===== config.mk =====
export PLATFORM = sky130hd
export DESIGN_NAME = stop_it_gen
export DESIGN_NICKNAME = d
export VERILOG_FILES = /design/src/rtl/stop_it_gen_pkg.sv /design/src/rtl/stop_it_gen_lfsr_n.sv /design/src/rtl/stop_it_gen.sv
export SDC_FILE = /design/constraint.sdc
export NUM_CORES = 1
export LEC_CHECK = 0
export CAP_MARGIN = 20
export CORE_UTILIZATION = 57
export DETAILED_ROUTE_END_ITERATION = 10
export HOLD_SLACK_MARGIN = 0.15
export PLACE_DENSITY_LB_ADDON = 0.05
export SETUP_SLACK_MARGIN = 0.15
export SLEW_MARGIN = 5
export SYNTH_ARGS = -nofsm -noshare
export SYNTH_HDL_FRONTEND = slang
export SYNTH_SLANG_ARGS = --single-unit
export TNS_END_PERCENT = 5

===== constraint.sdc =====
create_clock -name clk_4_i -period 3 [get_ports clk_4_i]
set_input_delay 0.6 -clock clk_4_i [delete_from_list [all_inputs] [get_ports clk_4_i]]
set_output_delay 0.6 -clock clk_4_i [all_outputs]
set_load 0.005 [all_outputs]

===== src/rtl/stop_it_gen_pkg.sv =====
// stop_it_gen_pkg: shared state encoding, LFSR tap masks and level-to-period mapping.
package stop_it_gen_pkg;

    typedef enum logic [2:0] {
        IDLE, STARTING, DECREMENTING, CORRECT, WRONG, WON, LOST
    } state_t;

    // Galois right-shift masks for maximal-length sequences, widths 3..16
    function automatic logic [15:0] lfsr_taps(input int width);
        case (width)
            3:       return 16'h0006;
            4:       return 16'h000C;
            5:       return 16'h0014;
            6:       return 16'h0030;
            7:       return 16'h0060;
            8:       return 16'h00B8;
            9:       return 16'h0110;
            10:      return 16'h0240;
            11:      return 16'h0500;
            12:      return 16'h0829;
            13:      return 16'h100D;
            14:      return 16'h2015;
            15:      return 16'h6000;
            default: return 16'hD008;
        endcase
    endfunction

    function automatic int period_for(input int period0, input int level);
        int p;
        p = period0 >> level;
        return (p < 1) ? 1 : p;
    endfunction

endpackage


===== src/rtl/stop_it_gen_lfsr_n.sv =====
// lfsr_n: Galois LFSR seeded with 1, advancing only when next_i is high.
module lfsr_n
    import stop_it_gen_pkg::*;
#(
    parameter int WIDTH = 5
) (
    input  logic             clk_4_i,
    input  logic             rst_ni,
    input  logic             next_i,
    output logic [WIDTH-1:0] rand_o
);

    localparam logic [WIDTH-1:0] MASK = WIDTH'(lfsr_taps(WIDTH));

    logic [WIDTH-1:0] rand_q, rand_d;

    always_comb begin
        rand_d = next_i ? ((rand_q >> 1) ^ (rand_q[0] ? MASK : '0)) : rand_q;
    end

    always_ff @(posedge clk_4_i or negedge rst_ni) begin
        if (!rst_ni) rand_q <= WIDTH'(1);
        else         rand_q <= rand_d;
    end

    assign rand_o = rand_q;

endmodule


===== src/rtl/stop_it_gen.sv =====
// stop_it_gen: Stop-It reaction game with lives, speed-up levels and restart from WON/LOST.
// Define STOP_IT_GEN_PENALTY_EN to make each miss also shift one LED off the score bar.
module stop_it_gen
    import stop_it_gen_pkg::*;
#(
    parameter int CNT_W         = 5,
    parameter int N_LEDS        = 16,
    parameter int START_TICKS   = 8,
    parameter int RESULT_TICKS  = 16,
    parameter int MAX_LIVES     = 3,
    parameter int PERIOD0       = 4,
    parameter int SPEEDUP_EVERY = 4
) (
    input  logic                           clk_4_i,
    input  logic                           rst_ni,
    input  logic                           go_i,
    input  logic                           stop_i,
    input  logic                           load_i,
    input  logic [N_LEDS-1:0]              switches_i,
    output logic [N_LEDS-1:0]              leds_o,
    output logic [CNT_W-1:0]               count_o,
    output logic [CNT_W-1:0]               target_o,
    output logic                           count_en_o,
    output logic                           target_en_o,
    output logic [$clog2(MAX_LIVES+1)-1:0] lives_o,
    output state_t                         state_o
);

    localparam int TMAX    = (START_TICKS > RESULT_TICKS) ? START_TICKS : RESULT_TICKS;
    localparam int TW      = $clog2(TMAX + 1);
    localparam int LW      = $clog2(MAX_LIVES + 1);
    localparam int LVL_MAX = $clog2(PERIOD0);
    localparam int LVW     = $clog2(LVL_MAX + 2);
    localparam int PW      = $clog2(PERIOD0 + 1);
    localparam int HW      = $clog2(SPEEDUP_EVERY + 1);

    state_t            state_q, state_d;
    logic [N_LEDS-1:0] leds_q, leds_d, leds_shift;
    logic [CNT_W-1:0]  count_q, count_d, target_q, target_d, rand_val;
    logic [LW-1:0]     lives_q, lives_d;
    logic [LVW-1:0]    level_q, level_d;
    logic [HW-1:0]     hits_q, hits_d;
    logic [TW-1:0]     timer_q, timer_d;
    logic [PW-1:0]     pcnt_q, pcnt_d, period;

    lfsr_n #(.WIDTH(CNT_W)) u_lfsr (
        .clk_4_i (clk_4_i),
        .rst_ni  (rst_ni),
        .next_i  (state_q == IDLE),
        .rand_o  (rand_val)
    );

    assign period     = PW'(period_for(PERIOD0, int'(level_q)));
    assign leds_shift = {leds_q[N_LEDS-2:0], 1'b1};

    always_comb begin
        state_d  = state_q;
        leds_d   = leds_q;
        count_d  = count_q;
        target_d = target_q;
        lives_d  = lives_q;
        level_d  = level_q;
        hits_d   = hits_q;
        timer_d  = timer_q;
        pcnt_d   = pcnt_q;
        unique case (state_q)
            IDLE: begin
                timer_d = '0;
                if (load_i) leds_d = switches_i;
                if (go_i) begin
                    target_d = rand_val;
                    state_d  = STARTING;
                end
            end
            STARTING: begin
                timer_d = timer_q + TW'(1);
                if (timer_q == TW'(START_TICKS - 1)) begin
                    count_d = '1;
                    pcnt_d  = '0;
                    timer_d = '0;
                    state_d = DECREMENTING;
                end
            end
            DECREMENTING: begin
                // stop wins over a same-cycle decrement so the compared value is what the player saw
                if (stop_i) begin
                    pcnt_d  = '0;
                    state_d = (count_q == target_q) ? CORRECT : WRONG;
                end else if (pcnt_q == period - PW'(1)) begin
                    count_d = count_q - CNT_W'(1);
                    pcnt_d  = '0;
                end else begin
                    pcnt_d = pcnt_q + PW'(1);
                end
            end
            CORRECT: begin
                timer_d = timer_q + TW'(1);
                if (timer_q == TW'(RESULT_TICKS - 1)) begin
                    timer_d = '0;
                    leds_d  = leds_shift;
                    hits_d  = (hits_q == HW'(SPEEDUP_EVERY - 1)) ? '0 : hits_q + HW'(1);
                    if (hits_q == HW'(SPEEDUP_EVERY - 1) && level_q != LVW'(LVL_MAX))
                        level_d = level_q + LVW'(1);
                    state_d = (&leds_shift) ? WON : IDLE;
                end
            end
            WRONG: begin
                timer_d = timer_q + TW'(1);
                if (timer_q == TW'(RESULT_TICKS - 1)) begin
                    timer_d = '0;
                    lives_d = lives_q - LW'(1);
`ifdef STOP_IT_GEN_PENALTY_EN
                    leds_d  = {1'b0, leds_q[N_LEDS-1:1]};
`endif
                    state_d = (lives_q == LW'(1)) ? LOST : IDLE;
                end
            end
            WON, LOST: begin
                timer_d = timer_q + TW'(1);
                if (go_i) begin
                    leds_d  = '0;
                    lives_d = LW'(MAX_LIVES);
                    level_d = '0;
                    hits_d  = '0;
                    timer_d = '0;
                    state_d = IDLE;
                end
            end
            default: state_d = IDLE;
        endcase
    end

    always_ff @(posedge clk_4_i or negedge rst_ni) begin
        if (!rst_ni) begin
            state_q  <= IDLE;
            leds_q   <= '0;
            count_q  <= '1;
            target_q <= '0;
            lives_q  <= LW'(MAX_LIVES);
            level_q  <= '0;
            hits_q   <= '0;
            timer_q  <= '0;
            pcnt_q   <= '0;
        end else begin
            state_q  <= state_d;
            leds_q   <= leds_d;
            count_q  <= count_d;
            target_q <= target_d;
            lives_q  <= lives_d;
            level_q  <= level_d;
            hits_q   <= hits_d;
            timer_q  <= timer_d;
            pcnt_q   <= pcnt_d;
        end
    end

    assign leds_o      = (state_q == WON && timer_q[0]) ? '0 : leds_q;
    assign count_en_o  = (state_q inside {DECREMENTING, WRONG, LOST}) || (state_q == CORRECT && !timer_q[0]);
    assign target_en_o = (state_q == LOST) || ((state_q inside {CORRECT, WRONG}) && !timer_q[0]);
    assign count_o     = count_q;
    assign target_o    = target_q;
    assign lives_o     = lives_q;
    assign state_o     = state_q;

endmodule


==> summary.md, run 1 <==
| Metric | Value |
|---|---|
| TritonCTS clock tree | `yes` |
| DR iter-0 viols | `246` |
| Filler instances | `429` |
| Rows | `26` |
| Max_slew headroom | `55.2%` |
| First-pass GRT wire length | `11,200 um` |
| Vias in the first global route | `2,374` |
| Yosys reg bits | `49` |
| Switch share | `36.6%` |
| Mapped Nets | `366` |
| Final Slew Violations | `0` |
| Leakage | `1.51 nW` |
| Area delta synth->final | `22.2%` |
| Largest net degree at the start of global routing | `36` |
| Post-DRT Antenna Nets | `0` |
| Power Internal | `1.84 mW` |
| Netlist cell types | `60` |
| Sequential Area | `0.00124 mm2` |
| Inserted Clock Buffers | `5` |
| Grt total ovfl | `0` |
| Crit-path cells | `buf_4, and2b_1, nand2_1, o22ai_1, clkdlybuf4s50_1` |
| Power, Total | `2.90 mW` |
| Drt via density | `5.76` |
| PwrDens | `781 mW/mm2` |
| Layout cells sized above 1 | `11.9%` |
| Drt wl/cell | `15.1 um` |
| Placed inst area | `0.00362 mm2` |
| Initial antenna violation count | `0` |
| Arrival time worst endpoint | `1.99 ns` |
| Die W | `75.0 um` |
| Clk root buf | `clkbuf_8` |
| Synth Area per Inst | `9.06 um2` |
| YS warnings | `0` |
| Core ar. | `0.00511 mm2` |
| Crit. Startpoint | `state_o[1]$_DFFE_PN0P_` |
| Sw power | `1.06 mW` |
| H-Tree Depth | `2` |
| Worst reg2reg path endpoint | `leds_q[5]$_DFFE_PN0P_` |
| Ant. Diodes | `0` |
| Worst r2r src | `timer_q[0]$_DFFE_PN0P_` |
| Final net count | `418` |
| Global placement routability congestion | `0.817` |
| Area of the multi-input gates | `0.00165 mm2` |
| CP max stage delay | `0.54 ns` |
| Via count | `2,640` |
| Combinational power share | `45.7%` |
| Top-level I/O count | `54` |
| Reg power frac | `40.8%` |
| DRT Pass-1 Iters | `4` |
| Post-layout min period | `2.59 ns` |
| Critical Path RT | `2.40 ns` |
| Die Y | `75.0 um` |
| Die Area | `0.00562 mm2` |
| Least-Margin Pin Slew | `0.671 ns` |
| CP Class | `flop to output port` |
| Post-synth ARST share | `100%` |
| Worst hold-check path type | `primary input to asynchronous set/reset pin` |
| Peak VDD IR | `490 uV` |
| Port bufs | `53` |
| Critical Path End Type | `output port` |
| Starting Density | `59.5%` |
| Post-CTS Resized | `0` |
| Syn Inst Count | `335` |
| Max frequency | `0.386 GHz` |
| Fin. Hold Viols | `0` |
| Ys flop type | `dfrtp_1` |
| Crit-path max FO | `22` |
| # setup viols final | `0` |
| Max clock buf depth | `2` |
| CP Depth | `5` |
| Clk_lat worst skew | `0.31 ns` |
| Reg2Reg Setup Slack | `0.81 ns` |
| Outcome | `finished clean` |
| Power share of the clock group | `13.5%` |
| Unrepaired setup endpoints after global routing | `no` |
| Startpoint Class | `flop` |
| Skew final | `0.00991 ns` |
| Post-Layout Inst Area | `0.00371 mm2` |
| Post-DP HPWL | `5100 um` |
| Clock-pin slew on the worst setup and hold paths | `0.09 ns` |
| CP max stage cell | `clkdlybuf4s50_1` |
| Post-Syn Area | `0.00304 mm2` |
| Total track usage | `26.9%` |
| Reg2Reg Depth | `7` |
| Worst Path Buf+Inv | `2` |
| Seq/Total Area, Yosys | `40.7%` |
| Number of synthesized flops with an enable pin | `0` |
| Final WL | `6920 um` |
| Setup TNS | `0 ns` |
| Post-route DRC violation count | `0` |
| Crit path max-delay family | `buffers and inverters` |
| Clock Sinks | `49` |
| Max cap viols | `0` |
| CP Capture Point | `target_en_o` |
| Post-route clock period utilization | `86.3%` |
==> area by class of cell <==
type	count	share of cell area [%]
Multi-Input combinational cell	256	44.6
Sequential cell	49	33.3
Timing Repair Buffer	63	16.2
Tap cell	70	2.36
Clock buffer	6	1.96
Inverter	12	1.21
Clock inverter	2	0.371
==> through the flow <==
stage / util [%] / hold WS [ns] / setup WS, ns / cells
3_5_place_dp: 70.8 / 0.492 / 0.585 / 449
4_1_cts: 72.5 / 0.180 / 0.241 / 457
5_1_grt: 72.6 / 0.191 / 0.287 / 458
6_report: 72.6 / 0.175 / 0.412 / 458
2_1_floorplan: - / 0.304 / 1.04 / 335
3_3_place_gp: 70.8 / 0.494 / 0.708 / 449
==> cells in the mapped netlist, types with 2 or more instances <==
cell / instances / area (um2)
xnor2_1: 4 / 35.0
nand4_1: 4 / 25.0
dfstp_2: 8 / 210
and2_1: 18 / 113
and2_0: 2 / 12.5
o21a_1: 4 / 30.0
nand2b_1: 5 / 31.3
nor2b_1: 3 / 18.8
nor4_1: 2 / 12.5
o221ai_1: 4 / 35.0
buf_4: 4 / 30.0
nor2_1: 27 / 101
dfrtp_1: 41 / 1030
buf_2: 9 / 45.0
nor3b_1: 2 / 15.0
a2bb2oi_1: 2 / 17.5
a21oi_1: 18 / 90.1
nand3_1: 19 / 95.1
nor3_1: 7 / 35.0
clkbuf_1: 4 / 15.0
o22ai_1: 6 / 37.5
o21ai_0: 12 / 60.1
ha_1: 10 / 125
mux2_2: 10 / 113
a31oi_1: 17 / 106
xor2_1: 5 / 43.8
inv_1: 12 / 45.0
nand4b_1: 2 / 17.5
a22oi_1: 5 / 37.5
mux2i_1: 4 / 40.0
nand2_1: 36 / 135
==> flip-flops by register name, indices dropped and copies added (netlist names), 3 cells and up <==
signal / cells
target_o: 5
leds_q: 16
u_lfsr.rand_o: 5
pcnt_q: 3
state_o: 3
timer_q: 5
count_o: 5
hits_q: 3
==> layout by cell type, fill, tap and decap left out, drive strengths merged, types with 10 or more instances in the layout <==
cell type / count
nor2: 28
nand3: 20
dfrtp: 41
ha: 10
o21ai: 14
a31oi: 18
buf: 11
mux2: 10
inv: 13
a21oi: 18
nand2: 37
clkdlybuf4s50: 52
and2: 20
==> worst reg2reg max path, delay by kind of cell (launching register included) <==
kind,cells,cell delay (ns)
fa+ha+maj,1,0.33
buf+inv,1,0.31
compound gates,3,0.49
simple gates,2,0.51
flops,1,0.47
==> per-layer routing <==
metal  track usage [%]  wire length (um)
met4              10.5               114
met1              37.7              3120
met2              41.8              3320
met5                 0                 0
met3              4.42               360
==> logic make-up (layout without fill, tap and decap cells) <==
group	count (synthesis)	count (layout)	share of synthesized area, %
buffers and inverters	30	83	4.82
xor gates and xnor gates	10	10	3.50
adders and majority gates	10	10	4.12
and+or+nand+nor	140	140	24.0
muxes	15	15	5.48
AOI/OAI and AO/OA	81	81	17.4
DFF	49	49	40.7
==> worst min-delay path by stage <==
| stage | depth (start not counted) | end | slack, ns |
|---|---|---|---|
| detailed placement | 2 | hits_q[2]$_DFFE_PN0P_ | 0.49 |
| floorplan | 0 | hits_q[0]$_DFFE_PN0P_ | 0.30 |
| global placement | 2 | hits_q[2]$_DFFE_PN0P_ | 0.49 |
| finish | 1 | timer_q[3]$_DFFE_PN0P_ | 0.18 |
| CTS | 1 | timer_q[3]$_DFFE_PN0P_ | 0.18 |
| global route | 1 | leds_q[0]$_DFFE_PN0P_ | 0.19 |
==> repair_timing <==
action,4_1_cts,5_1_grt
hold buffers,0,0
endpoints found under the setup margin,0,16
endpoints found under the hold margin,0,0
setup buffers,0,1
==> power by group through the flow <==
| stage | Clock (mW) | Combinational (mW) | Sequential, mW |
|---|---|---|---|
| after detailed placement | 0 | 1.33 | 1.20 |
| after global placement | 0 | 1.28 | 1.18 |
| after global routing | 0.427 | 1.49 | 1.22 |
| after floorplan | 0 | 0.837 | 1.12 |
| final | 0.392 | 1.32 | 1.18 |
| after CTS | 0.401 | 1.33 | 1.18 |
Note: power is estimated with default switching activity, not from simulation.
==> run 2: changes to the inputs <==
--- a/config.mk
+++ b/config.mk
@@ -6,6 +6,7 @@
 export NUM_CORES = 1
 export LEC_CHECK = 0
 export CAP_MARGIN = 20
+export CORE_MARGIN = 1.5
 export CORE_UTILIZATION = 57
 export DETAILED_ROUTE_END_ITERATION = 10
 export HOLD_SLACK_MARGIN = 0.15
==> run 2 against run 1 <==
Effect of this change: first-iteration DRC count fell by 25%; die area is 2.7% higher; core utilization rose by 0.44 points; cell count decreased by 0.22%; power up 2.7%; non-clock buffer count is 1 lower; fmax shrank 3.4%; setup slack worse by 0.091 ns; sequential share of layout area fell by 0.20 points; count of clock-buffer cells in the layout rose by 1; clock skew down 0.0014 ns.
==> summary.md, run 2 (synthesis gave the netlist of run 1 again) <==
| Metric | Value |
|---|---|
| DR iter-0 viols | `184 (-25%)` |
| Critical Path End Type | `output port` |
| Total track usage | `24.6% (-2.2 points)` |
| Initial antenna violation count | `0 (unchanged)` |
| Final hold slack | `0.166 ns (-0.00922 ns)` |
| Max cap viols | `0 (unchanged)` |
| Post-route DRC violation count | `0 (unchanged)` |
| Crit-path max FO | `14 (-36%)` |
| Via count | `2,621 (-0.72%)` |
| Die Area | `0.00577 mm2 (+2.7%)` |
| Post-route clock period utilization | `89.3% (+3.0 points)` |
| Outcome | `finished clean` |
| CP max stage delay | `0.52 ns (-0.02 ns)` |
| Port bufs | `53 (unchanged)` |
| # setup viols final | `0 (unchanged)` |
| Die W | `76.0 um (+1.3%)` |
| DRT Pass-1 Iters | `4 (unchanged)` |
| Clock Sinks | `49 (unchanged)` |
| Clk_lat worst skew | `0.30 ns (about the same)` |
| Ant. Diodes | `0 (unchanged)` |
| PwrDens | `797 mW/mm2 (+2.1%)` |
| Max_slew headroom | `55.8% (+0.59 points)` |
| TritonCTS clock tree | `yes` |
| Drt wl/cell | `15.1 um (+0.28%)` |
| First-pass GRT wire length | `11,600 um (+3.1%)` |
| Final WL | `6920 um (about the same)` |
| Grt total ovfl | `0 (unchanged)` |
| Max frequency | `0.373 GHz (-3.4%)` |
| Top-level I/O count | `54 (unchanged)` |
| Max clock buf depth | `2 (unchanged)` |
| Unrepaired setup endpoints after global routing | `no` |
| Commonest non-fill, non-tap cell in the layout | `clkdlybuf4s50_1` |
| Worst hold-check path type | `primary input to asynchronous set/reset pin` |
| Critical Path RT | `2.40 ns (about the same)` |
| Post-layout min period | `2.68 ns (+0.0910 ns)` |
| Arrival time worst endpoint | `2.08 ns (+0.09 ns)` |
| Crit path max-delay family | `buffers and inverters` |
| Layout cells sized above 1 | `11.6% (-0.23 points)` |
| Peak VDD IR | `598 uV (+22%)` |
| Clock-pin slew on the worst setup and hold paths | `0.09 ns (about the same)` |
| CP Class | `flop to output port` |
| Final core utilization | `73.1% (+0.44 points)` |
| Fin. Hold Viols | `0 (unchanged)` |
| Largest net degree at the start of global routing | `38 (+5.6%)` |
| Largest reg by FF count | `leds_q` |
| Final net count | `417 (-0.24%)` |
| Post-DP HPWL | `5020 um (-1.5%)` |
| Post-DRT Antenna Nets | `0 (unchanged)` |
| Die Y | `76.0 um (+1.3%)` |
| Setup TNS | `0 ns (unchanged)` |
| Worst Path Buf+Inv | `2 (unchanged)` |
| Core ar. | `0.00511 mm2 (unchanged)` |
| Least-Margin Pin Slew | `0.662 ns (-0.00887 ns)` |
| Vias in the first global route | `2,488 (+4.8%)` |
| Drt via density | `5.74 (-0.50%)` |
| Inserted Clock Buffers | `5 (unchanged)` |
| Skew final | `0.00849 ns (-0.00142 ns)` |
| Startpoint Class | `flop` |
| Hold Buf Count CTS | `0 (unchanged)` |
| Commonest non-fill, non-tap cells in the layout | `clkdlybuf4s50_1, dfrtp_1, nand2_1, nor2_1, nand3_1` |
| Area of the multi-input gates | `0.00165 mm2 (unchanged)` |
| Filler instances | `407 (-5.1%)` |
| Global placement routability congestion | `0.819 (+0.23%)` |
| CP max stage cell | `dfrtp_1` |
| H-Tree Depth | `2 (unchanged)` |
| Max reg flops | `16 (unchanged)` |
| Leakage | `1.52 nW (+0.53%)` |
| Sequential Area | `0.00124 mm2 (unchanged)` |
| Final Slew Violations | `0 (unchanged)` |
| Clk root buf | `clkbuf_8` |
| Starting Density | `59.5% (unchanged)` |
| Area delta synth->final | `22.9%` |
| Rows | `26 (unchanged)` |
| Crit-path cells | `buf_4, nand2b_1, o22ai_1, clkdlybuf4s50_1` |
[run 2: worst register-to-register path: cells and delay by family (launching register included)]
kind                   cells  cell delay [ns]
AOI/OAI and AO/OA          1             0.26
buffers and inverters      1             0.30
DFF                        1             0.57
muxes                      2             0.42
and+or+nand+nor            1             0.58
[run 2: final cells by class]
type,instances,share of cell area (%)
Multi-Input combinational cell,256,44.3
Tap cell,70,2.35
Sequential cell,49,33.1
Timing Repair Buffer,62,15.9
Clock inverter,1,0.805
Clock buffer,7,2.31
Inverter,12,1.21
[run 2: metal layers]
layer / track usage, % / vias up / wire length [um]
met2: 40.5 / 56 / 3350
met4: 7.59 / 0 / 123
met1: 33.5 / 1256 / 3200
li1: - / 1297 / -
met3: 4.31 / 12 / 251
met5: 0 / - / 0
[run 2: report_power, final]
| group | internal (mW) | leakage (nW) | switching, mW |
|---|---|---|---|
| clock network | 0.272 | 0.0585 | 0.212 |
| logic | 0.738 | 0.890 | 0.555 |
| registers | 0.922 | 0.567 | 0.277 |
[run 2: through the flow]
stage / total power [mW] / setup WS, ns / area [um2] / instances
final: 2.98 / 0.321 / 3730 / 457
after CTS: 2.99 / 0.324 / 3730 / 457
after global placement: 2.45 / 0.582 / 3610 / 448
after detailed placement: 2.50 / 0.486 / 3610 / 448
after floorplan: 1.95 / 1.04 / 3040 / 335
after global routing: 3.20 / 0.271 / 3730 / 457
[run 2: final timing paths]
kind / end / slack (ns) / start / cells past startpoint
worst max-delay path: target_en_o / 0.32 / state_o[0]$_DFFE_PN0P_ / 4
worst min-delay path: timer_q[2]$_DFFE_PN0P_ / 0.17 / rst_ni / 1
worst max register to register: level_q[1]$_DFFE_PN0P_ / 0.78 / state_o[0]$_DFFE_PN0P_ / 5
worst min register to register: hits_q[2]$_DFFE_PN0P_ / 0.51 / hits_q[2]$_DFFE_PN0P_ / 2
max in group asynchronous: u_lfsr.rand_o[0]$_DFFE_PN1N_ / 2.04 / rst_ni / 2
min in group clk_4_i: hits_q[2]$_DFFE_PN0P_ / 0.51 / hits_q[2]$_DFFE_PN0P_ / 2
[run 2: what timing repair did]
action / CTS / global route
hold endpoints to repair: 0 / 0
endpoints found under the setup margin: 2 / 0
buffers inserted: 1 / 0
gates resized for setup: 0 / 0
==> run 3: changes to the inputs <==
--- a/config.mk
+++ b/config.mk
@@ -7,7 +7,8 @@
 export LEC_CHECK = 0
 export CAP_MARGIN = 20
 export CORE_MARGIN = 1.5
-export CORE_UTILIZATION = 57
+export CORE_UTILIZATION = 59
+export CTS_BUF_LIST = sky130_fd_sc_hd__clkbuf_2 sky130_fd_sc_hd__clkbuf_4 sky130_fd_sc_hd__clkbuf_8
 export DETAILED_ROUTE_END_ITERATION = 10
 export HOLD_SLACK_MARGIN = 0.15
 export PLACE_DENSITY_LB_ADDON = 0.05
==> constraint.sdc (replaced) <==
create_clock -name clk_4_i -period 3.2 [get_ports clk_4_i]
set_input_delay 0.64 -clock clk_4_i [delete_from_list [all_inputs] [get_ports clk_4_i]]
set_output_delay 0.64 -clock clk_4_i [all_outputs]
set_load 0.005 [all_outputs]
==> run 3 against run 2 <==
Effect of this change: setup slack better by 0.21 ns; routed wire length decreased by 0.48%; first-iteration DRC count grew 11%; power decreased by 8.4%; non-clock buffer count stayed put; core utilization rose by 3.5 points; count of clock-buffer cells in the layout down 1; combinational power down 5%; largest cell class unchanged.
==> summary.md, run 3 (synthesis gave the netlist of run 1 again) <==
| Metric | Value |
|---|---|
| Rows | `25 (-3.8%)` |
| Combinational power share | `45.1% (+1.6 points)` |
| Drt wl/cell | `15.2 um (+0.18%)` |
| Post-CTS Resized | `0 (unchanged)` |
| CP max stage cell | `clkdlybuf4s50_1` |
| Die Area | `0.00559 mm2 (-3.3%)` |
| Core ar. | `0.00485 mm2 (-5.1%)` |
| Post-Layout Inst Area | `0.00371 mm2 (-0.57%)` |
| Post-layout min period | `2.67 ns` |
| Max frequency | `0.375 GHz` |
| Outcome | `finished clean` |
| Clock Sinks | `49 (unchanged)` |
| Post-DRT Antenna Nets | `0 (unchanged)` |
| Total track usage | `26.3% (+1.6 points)` |
| Post-route DRC violation count | `0 (unchanged)` |
| Ant. Diodes | `0 (unchanged)` |
| Fin. Hold Viols | `0 (unchanged)` |
| Placed inst area | `0.00360 mm2 (-0.31%)` |
| Starting Density | `62.6% (+3.2 points)` |
| Leakage | `1.50 nW (-1.0%)` |
| Largest reg by FF count | `leds_q` |
| Power share of the clock group | `13.7% (-2.6 points)` |
| Drt via density | `5.88 (+2.5%)` |
| Die W | `74.7 um (-1.6%)` |
| Peak VDD IR | `490 uV (-18%)` |
| Final Slew Violations | `0 (unchanged)` |
| Post-CTS setup buffer count | `0 (-1)` |
| First-pass GRT wire length | `11,300 um (-1.9%)` |
| Switch share | `36.6% (+1.5 points)` |
| Critical Path End Type | `output port` |
| Max clock buf depth | `2 (unchanged)` |
| # setup viols final | `0 (unchanged)` |
| Crit-path max FO | `12 (-2)` |
| DR iter-0 viols | `205 (+11%)` |
| Startpoint Class | `flop` |
| Max_slew headroom | `54.4% (-1.5 points)` |
| Setup TNS | `0 ns (unchanged)` |
| Port bufs | `53 (unchanged)` |
| TritonCTS clock tree | `yes` |
| Commonest non-fill, non-tap cell in the layout | `clkdlybuf4s50_1` |
| Reg2Reg Setup Slack | `1.04 ns (+0.26 ns)` |
| Worst hold-check path type | `primary input to asynchronous set/reset pin` |
| Sw power | `0.997 mW (-4.4%)` |
| Crit-path cells | `buf_4, and2b_1, nand2_1, o22ai_1, clkdlybuf4s50_1` |
| Global placement routability congestion | `0.884 (+7.9%)` |
| Layout cells sized above 1 | `11.9% (+0.26 points)` |
| Hold Buf Count CTS | `0 (unchanged)` |
| Clk root buf | `clkbuf_8` |
| Final net count | `417 (unchanged)` |
| Max cap viols | `0 (unchanged)` |
| Initial antenna violation count | `0 (unchanged)` |
| Grt total ovfl | `0 (unchanged)` |
| Unrepaired setup endpoints after global routing | `no` |
| Die Y | `74.7 um (-1.6%)` |
| Top-level I/O count | `54 (unchanged)` |
| Reg2Reg Depth | `7 (+2)` |
| Area delta synth->final | `22.2%` |
| Clock-pin slew on the worst setup and hold paths | `0.09 ns (about the same)` |
| H-Tree Depth | `2 (unchanged)` |
| PwrDens | `734 mW/mm2 (-7.9%)` |
| Via count | `2,670 (+1.9%)` |
| CP Class | `flop to output port` |
| Worst Path Buf+Inv | `2 (unchanged)` |
| Worst r2r src | `timer_q[0]$_DFFE_PN0P_` |
| Commonest non-fill, non-tap cells in the layout | `clkdlybuf4s50_1, dfrtp_1, nand2_1, nor2_1, nand3_1` |
| Skew final | `0.00875 ns (+0.000253 ns)` |
| Final WL | `6890 um (-0.48%)` |
| Post-route clock period utilization | `83.3%` |
| Largest net degree at the start of global routing | `33 (-13%)` |
| Power Internal | `1.73 mW (-11%)` |
| Least-Margin Pin Slew | `0.685 ns (+0.0224 ns)` |
| Post-DP HPWL | `5080 um (+1.2%)` |
| Clk_lat worst skew | `0.30 ns (about the same)` |
| CP max stage delay | `0.53 ns (about the same)` |
| Inserted Clock Buffers | `5 (unchanged)` |
| Arrival time worst endpoint | `2.03 ns (-0.05 ns)` |
| Crit path max-delay family | `buffers and inverters` |
| Vias in the first global route | `2,376 (-4.5%)` |
| Worst reg2reg path endpoint | `leds_q[5]$_DFFE_PN0P_` |
| Reg power frac | `41.2% (+0.9 points)` |
| Max reg flops | `16 (unchanged)` |
| Critical Path RT | `2.56 ns (+0.16 ns)` |
| DRT Pass-1 Iters | `4 (unchanged)` |
-- run 3: how the worst max path moves through the flow --
stage / start / end / slack, ns / cells after the start
CTS: state_o[2]$_DFFE_PN0P_ / leds_o[7] / 0.21 / 3
global route: state_o[1]$_DFFE_PN0P_ / target_en_o / 0.46 / 5
finish: state_o[1]$_DFFE_PN0P_ / target_en_o / 0.53 / 5
floorplan: state_o[2]$_DFFE_PN0P_ / leds_o[10] / 1.20 / 5
global placement: state_o[2]$_DFFE_PN0P_ / leds_o[10] / 0.58 / 3
detailed placement: state_o[2]$_DFFE_PN0P_ / leds_o[7] / 0.54 / 3
-- run 3: per-layer routing --
metal	up-vias	GRT usage, %	wire [um]
met4	0	7.07	57
met5	-	0	0
li1	1302	-	-
met2	79	42.4	3410
met1	1284	37.3	3050
met3	5	4.02	369
-- run 3: worst register-to-register path: cells and delay by family (launching register included) --
kind                       cells  cell delay (ns)
DFF                            1             0.47
buffers and inverters          1             0.23
AOI/OAI and AO/OA              3             0.60
and+or+nand+nor                2             0.50
adders and majority gates      1             0.30
-- run 3: through the flow --
stage,util [%],power (mW),std cells,hold slack (ns),setup WS [ns]
finish,76.5,2.73,454,0.363,0.535
floorplan,-,1.83,335,0.344,1.20
detailed placement,74.2,2.35,444,0.495,0.543
global placement,74.2,2.29,444,0.491,0.584
CTS,76.1,2.73,452,0.392,0.209
global route,76.5,2.93,454,0.418,0.463
-- run 3: area by class of cell --
class	count	area, um2
Clock buffer	6	76.3
Clock inverter	2	15.0
Fill cell	370	1140
Inverter	12	45.0
Multi-Input combinational cell	256	1650
Sequential cell	49	1240
Tap cell	67	83.8
Timing Repair Buffer	62	601
-- run 3: power by group through the flow --
| stage | sequential, mW | clock [mW] | combinational [mW] |
|---|---|---|---|
| finish | 1.12 | 0.374 | 1.23 |
| detailed placement | 1.13 | 0 | 1.22 |
| global placement | 1.12 | 0 | 1.17 |
| global route | 1.16 | 0.399 | 1.37 |
| floorplan | 1.05 | 0 | 0.784 |
| CTS | 1.12 | 0.386 | 1.22 |
